### config.mk
export PLATFORM = sky130hd
export DESIGN_NAME = dmem_arbiter_flat
export DESIGN_NICKNAME = d
export VERILOG_FILES = /design/src/rtl/dmem_arbiter_if.sv /design/src/rtl/dmem_arbiter.sv /design/src/flat_wrapper.sv
export SDC_FILE = /design/constraint.sdc
export NUM_CORES = 1
export LEC_CHECK = 0
export CELL_PAD_IN_SITES_DETAIL_PLACEMENT = 1
export CELL_PAD_IN_SITES_GLOBAL_PLACEMENT = 1
export CORE_AREA = 2 2 112 114
export DETAILED_ROUTE_END_ITERATION = 8
export DIE_AREA = 0 0 114 116
export GPL_ROUTABILITY_DRIVEN = 0
export PLACE_DENSITY = 0.82
export SYNTH_ARGS = -nofsm -noshare
export SYNTH_HDL_FRONTEND = slang
export SYNTH_SLANG_ARGS = --single-unit
### constraint.sdc
create_clock -name clk -period 1.4 [get_ports clk]
set_input_delay 0.28 -clock clk [delete_from_list [all_inputs] [get_ports clk]]
set_output_delay 0.28 -clock clk [all_outputs]
set_load 0.05 [all_outputs]
### src/rtl/dmem_arbiter_if.sv
// Bundle of both requester ports and the data-memory side of the arbiter.
// slave is the arbiter view; master is the view of the requesters plus the memory.
interface dmem_arbiter_if #(
  parameter int DM_ADDRESS = 9,
  parameter int DATA_W     = 32
);
  logic                  req0;
  logic                  req1;
  logic                  we0;
  logic                  we1;
  logic [DM_ADDRESS-1:0] addr0;
  logic [DM_ADDRESS-1:0] addr1;
  logic [DATA_W-1:0]     wdata0;
  logic [DATA_W-1:0]     wdata1;
  logic [2:0]            f3_0;
  logic [2:0]            f3_1;
  logic                  gnt0;
  logic                  gnt1;
  logic                  rvalid0;
  logic                  rvalid1;
  logic [DATA_W-1:0]     rdata;
  logic                  stall0;
  logic                  mem_MemRead;
  logic                  mem_MemWrite;
  logic [DM_ADDRESS-1:0] mem_a;
  logic [DATA_W-1:0]     mem_wd;
  logic [2:0]            mem_Funct3;
  logic [DATA_W-1:0]     mem_rd;

  modport slave (
    input  req0, req1, we0, we1, addr0, addr1, wdata0, wdata1, f3_0, f3_1, mem_rd,
    output gnt0, gnt1, rvalid0, rvalid1, rdata, stall0,
    output mem_MemRead, mem_MemWrite, mem_a, mem_wd, mem_Funct3
  );

  modport master (
    output req0, req1, we0, we1, addr0, addr1, wdata0, wdata1, f3_0, f3_1, mem_rd,
    input  gnt0, gnt1, rvalid0, rvalid1, rdata, stall0,
    input  mem_MemRead, mem_MemWrite, mem_a, mem_wd, mem_Funct3
  );
endinterface

### src/rtl/dmem_arbiter.sv
// Two-port round-robin arbiter/sequencer in front of the single-port data memory.
// One access per grant: IDLE -> ISSUE (-> RESP for loads) -> IDLE.
module dmem_arbiter #(
  parameter int DM_ADDRESS = 9,
  parameter int DATA_W     = 32
) (
  input logic            clk,
  input logic            reset,
  dmem_arbiter_if.slave  bus
);

  typedef enum logic [1:0] {
    IDLE  = 2'd0,
    ISSUE = 2'd1,
    RESP  = 2'd2
  } state_t;

  state_t            state;
  state_t            state_next;
  logic              sel;
  logic              sel_next;
  logic              last;
  logic              last_next;
  logic [DATA_W-1:0] rdata_q;

  logic              in_issue;
  logic              in_resp;
  logic              capture;
  logic              issue_en;
  logic              resp_en;
  logic              gnt0_int;
  logic              rvalid0_int;

  logic                  we_sel;
  logic [DM_ADDRESS-1:0] addr_sel;
  logic [DATA_W-1:0]     wdata_sel;
  logic [2:0]            f3_sel;

  assign we_sel    = sel ? bus.we1    : bus.we0;
  assign addr_sel  = sel ? bus.addr1  : bus.addr0;
  assign wdata_sel = sel ? bus.wdata1 : bus.wdata0;
  assign f3_sel    = sel ? bus.f3_1   : bus.f3_0;

  // NOTE: reset is synchronous, so it sits inside the clocked branch; the data
  // register rdata is reset too because its value is architecturally visible.
  // NOTE: sequential state uses non-blocking assignments so every flop samples
  // pre-edge values regardless of statement order.
  always_ff @(posedge clk) begin
    if (reset) begin
      state   <= IDLE;
      sel     <= 1'b0;
      last    <= 1'b1;
      rdata_q <= '0;
    end else begin
      state <= state_next;
      sel   <= sel_next;
      last  <= last_next;
      if (capture) rdata_q <= bus.mem_rd;
    end
  end

  // NOTE: every signal assigned here gets a default first so no path infers a latch.
  always_comb begin
    state_next = state;
    sel_next   = sel;
    last_next  = last;
    in_issue   = 1'b0;
    in_resp    = 1'b0;
    capture    = 1'b0;
    unique case (state)
      IDLE: begin
        if (bus.req0 | bus.req1) begin
          // On a tie the port that did not win last time goes first.
          sel_next   = (bus.req0 & bus.req1) ? ~last : bus.req1;
          last_next  = sel_next;
          state_next = ISSUE;
        end
      end
      ISSUE: begin
        in_issue = 1'b1;
        if (we_sel) begin
          state_next = IDLE;
        end else begin
          capture    = 1'b1;
          state_next = RESP;
        end
      end
      RESP: begin
        in_resp    = 1'b1;
        state_next = IDLE;
      end
      default: state_next = IDLE;
    endcase
  end

  // Reset masks the enables combinationally so an in-flight store never reaches memory.
  assign issue_en = in_issue & ~reset;
  assign resp_en  = in_resp & ~reset;

  assign gnt0_int    = issue_en & ~sel;
  assign rvalid0_int = resp_en & ~sel;

  assign bus.gnt0    = gnt0_int;
  assign bus.gnt1    = issue_en & sel;
  assign bus.rvalid0 = rvalid0_int;
  assign bus.rvalid1 = resp_en & sel;
  assign bus.rdata   = rdata_q;

  assign bus.stall0 = bus.req0 & ~(gnt0_int & bus.we0) & ~rvalid0_int;

  assign bus.mem_MemWrite = issue_en & we_sel;
  assign bus.mem_MemRead  = issue_en & ~we_sel;
  assign bus.mem_a        = issue_en ? addr_sel  : '0;
  assign bus.mem_wd       = issue_en ? wdata_sel : '0;
  assign bus.mem_Funct3   = issue_en ? f3_sel    : 3'b000;

endmodule

### src/flat_wrapper.sv
// flat-port wrapper written by rule: the top's interface ports become plain ports
module dmem_arbiter_flat 
#(
  parameter int DM_ADDRESS = 9,
  parameter int DATA_W     = 32
)
  (clk, reset, bus_req0, bus_req1, bus_we0, bus_we1, bus_addr0, bus_addr1, bus_wdata0, bus_wdata1, bus_f3_0, bus_f3_1, bus_mem_rd, bus_gnt0, bus_gnt1, bus_rvalid0, bus_rvalid1, bus_rdata, bus_stall0, bus_mem_MemRead, bus_mem_MemWrite, bus_mem_a, bus_mem_wd, bus_mem_Funct3);
  dmem_arbiter_if #(.DM_ADDRESS(DM_ADDRESS), .DATA_W(DATA_W)) bus_i ();
  input logic clk;
  input logic reset;
  input wire logic [$bits(bus_i.req0)-1:0] bus_req0;
  input wire logic [$bits(bus_i.req1)-1:0] bus_req1;
  input wire logic [$bits(bus_i.we0)-1:0] bus_we0;
  input wire logic [$bits(bus_i.we1)-1:0] bus_we1;
  input wire logic [$bits(bus_i.addr0)-1:0] bus_addr0;
  input wire logic [$bits(bus_i.addr1)-1:0] bus_addr1;
  input wire logic [$bits(bus_i.wdata0)-1:0] bus_wdata0;
  input wire logic [$bits(bus_i.wdata1)-1:0] bus_wdata1;
  input wire logic [$bits(bus_i.f3_0)-1:0] bus_f3_0;
  input wire logic [$bits(bus_i.f3_1)-1:0] bus_f3_1;
  input wire logic [$bits(bus_i.mem_rd)-1:0] bus_mem_rd;
  output wire logic [$bits(bus_i.gnt0)-1:0] bus_gnt0;
  output wire logic [$bits(bus_i.gnt1)-1:0] bus_gnt1;
  output wire logic [$bits(bus_i.rvalid0)-1:0] bus_rvalid0;
  output wire logic [$bits(bus_i.rvalid1)-1:0] bus_rvalid1;
  output wire logic [$bits(bus_i.rdata)-1:0] bus_rdata;
  output wire logic [$bits(bus_i.stall0)-1:0] bus_stall0;
  output wire logic [$bits(bus_i.mem_MemRead)-1:0] bus_mem_MemRead;
  output wire logic [$bits(bus_i.mem_MemWrite)-1:0] bus_mem_MemWrite;
  output wire logic [$bits(bus_i.mem_a)-1:0] bus_mem_a;
  output wire logic [$bits(bus_i.mem_wd)-1:0] bus_mem_wd;
  output wire logic [$bits(bus_i.mem_Funct3)-1:0] bus_mem_Funct3;
  assign bus_i.req0 = bus_req0;
  assign bus_i.req1 = bus_req1;
  assign bus_i.we0 = bus_we0;
  assign bus_i.we1 = bus_we1;
  assign bus_i.addr0 = bus_addr0;
  assign bus_i.addr1 = bus_addr1;
  assign bus_i.wdata0 = bus_wdata0;
  assign bus_i.wdata1 = bus_wdata1;
  assign bus_i.f3_0 = bus_f3_0;
  assign bus_i.f3_1 = bus_f3_1;
  assign bus_i.mem_rd = bus_mem_rd;
  assign bus_gnt0 = bus_i.gnt0;
  assign bus_gnt1 = bus_i.gnt1;
  assign bus_rvalid0 = bus_i.rvalid0;
  assign bus_rvalid1 = bus_i.rvalid1;
  assign bus_rdata = bus_i.rdata;
  assign bus_stall0 = bus_i.stall0;
  assign bus_mem_MemRead = bus_i.mem_MemRead;
  assign bus_mem_MemWrite = bus_i.mem_MemWrite;
  assign bus_mem_a = bus_i.mem_a;
  assign bus_mem_wd = bus_i.mem_wd;
  assign bus_mem_Funct3 = bus_i.mem_Funct3;
  dmem_arbiter #(.DM_ADDRESS(DM_ADDRESS), .DATA_W(DATA_W)) u_core (.clk(clk), .reset(reset), .bus(bus_i));
endmodule
* Word-level counts from Yosys, hierarchy flattened
Index checks and enable logic that the tools add are counted.
Operators by class: mux-type cells 15, equality and inequality tests 3, reductions and logical operators 2, bitwise logic cells 19
Operators with widths (count):
- $mux 32 | 2
- $mux 9 | 2
- $and 1x1->1 | 12
- $mux 1 | 6
- $mux 3 | 2
- $not 1->1 | 6
- $mux 2 | 2
- $pmux 2 s2 | 1
- $eq 2x1->1 const B | 1
- $eq 2x2->1 const B | 1
- $logic_not 2->1 | 1
- $ne 2x1->1 const B | 1
- $reduce_and 2->1 | 1
- $or 1x1->1 | 1
Storage, ports and cells: register bits after elaboration 36, output and inout bits 83, logic and storage cells 43, input bits 126

* Depth between registers and ports, before layout
depth after elaboration 8, gate-level depth with buffers 4, gate-level depth less buffers 3

* Least setup slack after synthesis
No wires, ideal clock.
path type input port to output port, from input port reset, to output port bus_mem_MemWrite, stages on the path 3, buffers on the path 2, arrival time 1.712 ns, slack -0.592 ns, cell sequence clkbuf_1 clkbuf_1 nor3_1
On the way: cells in the longest elaborated chain, start to end 3
Ends and longest elaborated chain:
- start, declared | RTL line flat_wrapper.sv:10 | input logic reset;
- $not 1->1 | RTL line dmem_arbiter.sv:97 | assign issue_en = in_issue & ~reset;
- $and 1x1->1 | RTL line dmem_arbiter.sv:97
- $and 1x1->1 | RTL line dmem_arbiter.sv:111 | assign bus.mem_MemWrite = issue_en & we_sel;
- end, declared | RTL line flat_wrapper.sv:29 | output wire logic [$bits(bus_i.mem_MemWrite)-1:0] bus_mem_MemWrite;
No other way between the ends.

* Final worst setup path
from register u_core.state[1], to output port bus_mem_a[0]
On the way: cells in the longest elaborated chain, start to end 4
Ends and longest elaborated chain:
- start, declared | RTL line dmem_arbiter.sv:18 | state_t state;
- start signal, assigned | RTL line dmem_arbiter.sv:55 | state <= state_next;
- $eq 2x1->1 | RTL line dmem_arbiter.sv:70 | unique case (state)
- $mux 1 | RTL line dmem_arbiter.sv:70
- $and 1x1->1 | RTL line dmem_arbiter.sv:97
- $mux 9 | RTL line dmem_arbiter.sv:113 | assign bus.mem_a = issue_en ? addr_sel : '0;
- end, declared | RTL line flat_wrapper.sv:30 | output wire logic [$bits(bus_i.mem_a)-1:0] bus_mem_a;
No other way between the ends.

==> run_results.csv <==
group,metric,value,unit
timing,post_layout_worst_setup_margin,-0.4047,ns
clock_network,worst_setup_hold_path_clk_slew,0.05,ns
synthesis,synth_edf_count,0,
global_routing,vias_in_the_first_global_route,2977,
power,p_leak,0.002535,uW
outcome,status,"finished, violations left",
job,max_cap_violations,0,
global_routing,grt_pass1_wl,16780,um
synthesis,synth_fp_nets,313,
power,power_density,724.4,nW/um^2
floorplan,dieArea,13220,um^2
routing,post_drt_via_cell_ratio,4.483,
place,io_buffers,208,
routing,routedWlPerCell,19.92,um
layout,fillers,1158,
floorplan,row_count,40,
place,dpl_cell_area,5658,um^2
timing,rsz0062_at_grt,"true",
synthesis,seq_area_frac_synth,34.06,%
clock_network,h-tree-depth,2,
synthesis,synth-warning-count,0,
clock_network,cts_root_buffer,"sky130_fd_sc_hd__clkbuf_16",
critical_path,worst-setup-path-type,"reg -> out",
floorplan,die_width,114,um
floorplan,die_y,116,um
synthesis,number_of_register_bits_inferred_by_synthesis,36,
power,vdd_drop_max,0.0007025,V
synthesis,post_synth_num_cell_types,26,
timing,transition_time_at_the_pin_with_the_least_slew_margin,0.2718,ns
critical_path,data_arrival_time_of_the_worst_path,1.52,ns
layout,final_nets,553,
critical_path,max_stage_delay,0.32,ns
clock_network,cts_num_sinks,36,
synthesis,post-synth-top-count-cell,"sky130_fd_sc_hd__a22o_1",
place,place_ws,-0.6933,ns
synthesis,proportion_of_synthesized_flip_flops_having_asynchronous_set_or_reset,0,%
critical_path,crit_required,1.12,ns
place,hpwlAfterDp,8653,um
routing,detail_route.wirelength,11450,um
critical_path,type_of_origin_of_the_critical_path,"register",
floorplan,core_area,11910,um^2
synthesis,synth_largest_type_area_fraction,34.06,%
hold_path,timing.hold.worst.class,"reg -> reg",
clock_network,cts_buf_count,5,
critical_path,crit_slowest_cell,"sky130_fd_sc_hd__dfxtp_2",
timing,layout_worst_path_cycle_share,128.9,%
global_routing,globalRouteTotalUtil,16.62,%
floorplan,floorplan.initialDensity,17.76,%
timing,final_max_slew_viol_count,0,
synthesis,synth_largest_area_cell,"sky130_fd_sc_hd__dfxtp_1",
synthesis,yosys-top-cells-count,"sky130_fd_sc_hd__a22o_1 (44), sky130_fd_sc_hd__dfxtp_1 (36), sky130_fd_sc_hd__nand2b_1 (34), sky130_fd_sc_hd__a2bb2oi_2 (30), sky130_fd_sc_hd__buf_6 (10)",
timing,timing_hold_violations_final,0,
routing,drt_first_pass_iters,4,
layout,syn_to_final_growth,195.5,%
global_routing,antenna_found_initial,0,
layout,diodes,0,
routing,ant_nets,0,
synthesis,synthesized_instance_count,187,
floorplan,io_pins,209,
timing,post-route-min-period,1.805,ns
synthesis,ys.flop_type,"sky130_fd_sc_hd__dfxtp_1",
routing,initial_detailed_routing_violation_count,86,
timing,setup_viol,83,
critical_path,series_of_cell_instances_along_the_critical_path,"nand2b_4, nor3_4, buf_6, buf_16, a22o_4, buf_12",
routing,num_vias,2578,
timing,timing.fmax,554.1,MHz
clock_network,clock_latency_on_the_worst_skew_pair,0.28,ns
critical_path,maximum_fanout_along_the_worst_path,11,
synthesis,synthesis.area,2116,um^2
clock_network,clk_path_buf_depth,2,
layout,postLayoutCellArea,6252,um^2
timing,worst_slew_margin_rel,81.63,%
global_routing,grt_overflow_total,0,
clock_network,cts_tree,"done",
outcome,failed_checks,"setup timing",
global_routing,grt_max_degree,32,
critical_path,critPathCaptureType,"primary output",
synthesis,syn_avg_cell_area,11.31,um^2
timing,clock-skew-final,0.005329,ns
layout,drive_above_1_share,52.57,%
routing,drcViolationCount,0,
synthesis,netlist_top_cells_area,"sky130_fd_sc_hd__dfxtp_1 (34%), sky130_fd_sc_hd__a2bb2oi_2 (21%), sky130_fd_sc_hd__a22o_1 (18%)",
## through the flow
stage	total power [uW]	utilization (%)	instances	hold WS, ns	setup TNS, ns
after floorplan	2128	-	187	0.4129	-8.239
after detailed placement	3271	47.50	547	0.4832	-48.71
final	4529	52.49	575	0.4944	-22.28
after CTS	4564	52.04	573	0.4961	-23.10
after global placement	3231	47.50	547	0.4698	-46.69
after global routing	4713	52.49	575	0.5317	-28.69
## report_power, final
group	switching (uW)	total (uW)	internal, uW
logic	955	2210	1250
clock network	415	1120	701
registers	92.4	1200	1110
total	1460	4530	3070
## worst max-delay path: cells and delay by family (launching register included)
family | cells | cell delay (ns)
AOI/OAI and AO/OA | 1 | 0.15
buffers and inverters | 3 | 0.47
DFF | 1 | 0.32
and+or+nand+nor | 2 | 0.31
## layout make-up
cell class	instances	area, um^2	share of cell area (%)
clock inverter	2	10.01	0.1601
inverter	2	11.26	0.1801
clock buffer	6	138.9	2.221
sequential	36	726.9	11.63
tap	147	183.9	2.942
timing repair buffer	251	3521	56.31
multi-input combinational	131	1660	26.56
## routing by layer
metal | share of wire [%] | track usage [%] | routed length, um
met4 | 0.55 | 2.439 | 63
met2 | 57 | 34.13 | 6537
met3 | 9.8 | 6.119 | 1122
met5 | 0 | 0 | 0
met1 | 33 | 15.96 | 3730
## logic make-up after synthesis
kind of cell	Yosys count	synth area share, %
simple gates	49	15.79
compound gates	81	42.16
flops	36	34.06
buf+inv	20	7.333
mux	1	0.6504
## state kept, by name, summed over array words and instances (netlist names)
register,count
u_core.bus.rdata,32
u_core.last,1
u_core.sel,1
u_core.state,2
## worst paths after layout
kind	startpoint	endpoint	slack (ns)	cells past startpoint
worst max-delay path	u_core.state[1]	bus_mem_a[0]	-0.40	6
worst min-delay path	u_core.last	u_core.last	0.49	1
worst max register to register	u_core.sel	u_core.bus.rdata[3]	-0.11	7
worst min register to register	u_core.last	u_core.last	0.49	1
## cells in the final DEF (no fill, tap or decap), types with 2 or more instances in the layout
cell,Yosys,routed
sky130_fd_sc_hd__clkdlybuf4s50_1,0,124
sky130_fd_sc_hd__buf_12,0,87
sky130_fd_sc_hd__a22o_4,0,40
sky130_fd_sc_hd__nand2b_1,34,33
sky130_fd_sc_hd__dfxtp_1,36,33
sky130_fd_sc_hd__a2bb2oi_2,30,30
sky130_fd_sc_hd__buf_4,0,16
sky130_fd_sc_hd__buf_6,10,12
sky130_fd_sc_hd__clkbuf_16,0,7
sky130_fd_sc_hd__buf_16,0,7
sky130_fd_sc_hd__a22o_2,0,4
sky130_fd_sc_hd__nor3_4,1,3
sky130_fd_sc_hd__nor2_1,4,3
sky130_fd_sc_hd__nand2b_4,0,2
sky130_fd_sc_hd__nor2_4,1,2
sky130_fd_sc_hd__a2bb2oi_1,2,2
sky130_fd_sc_hd__clkinv_2,0,2
sky130_fd_sc_hd__buf_8,0,2
sky130_fd_sc_hd__dfxtp_2,0,2
## what timing repair did
| action | CTS | global route |
|---|---|---|
| endpoints found under the setup margin | 85 | 84 |
| buffers inserted | 11 | 0 |
| gates cloned | 7 | 2 |
| pin swaps | 3 | 3 |
| hold buffers | 0 | 0 |
| resized for setup | 37 | 1 |
No activity file was read; power rests on OpenSTA's default activity.
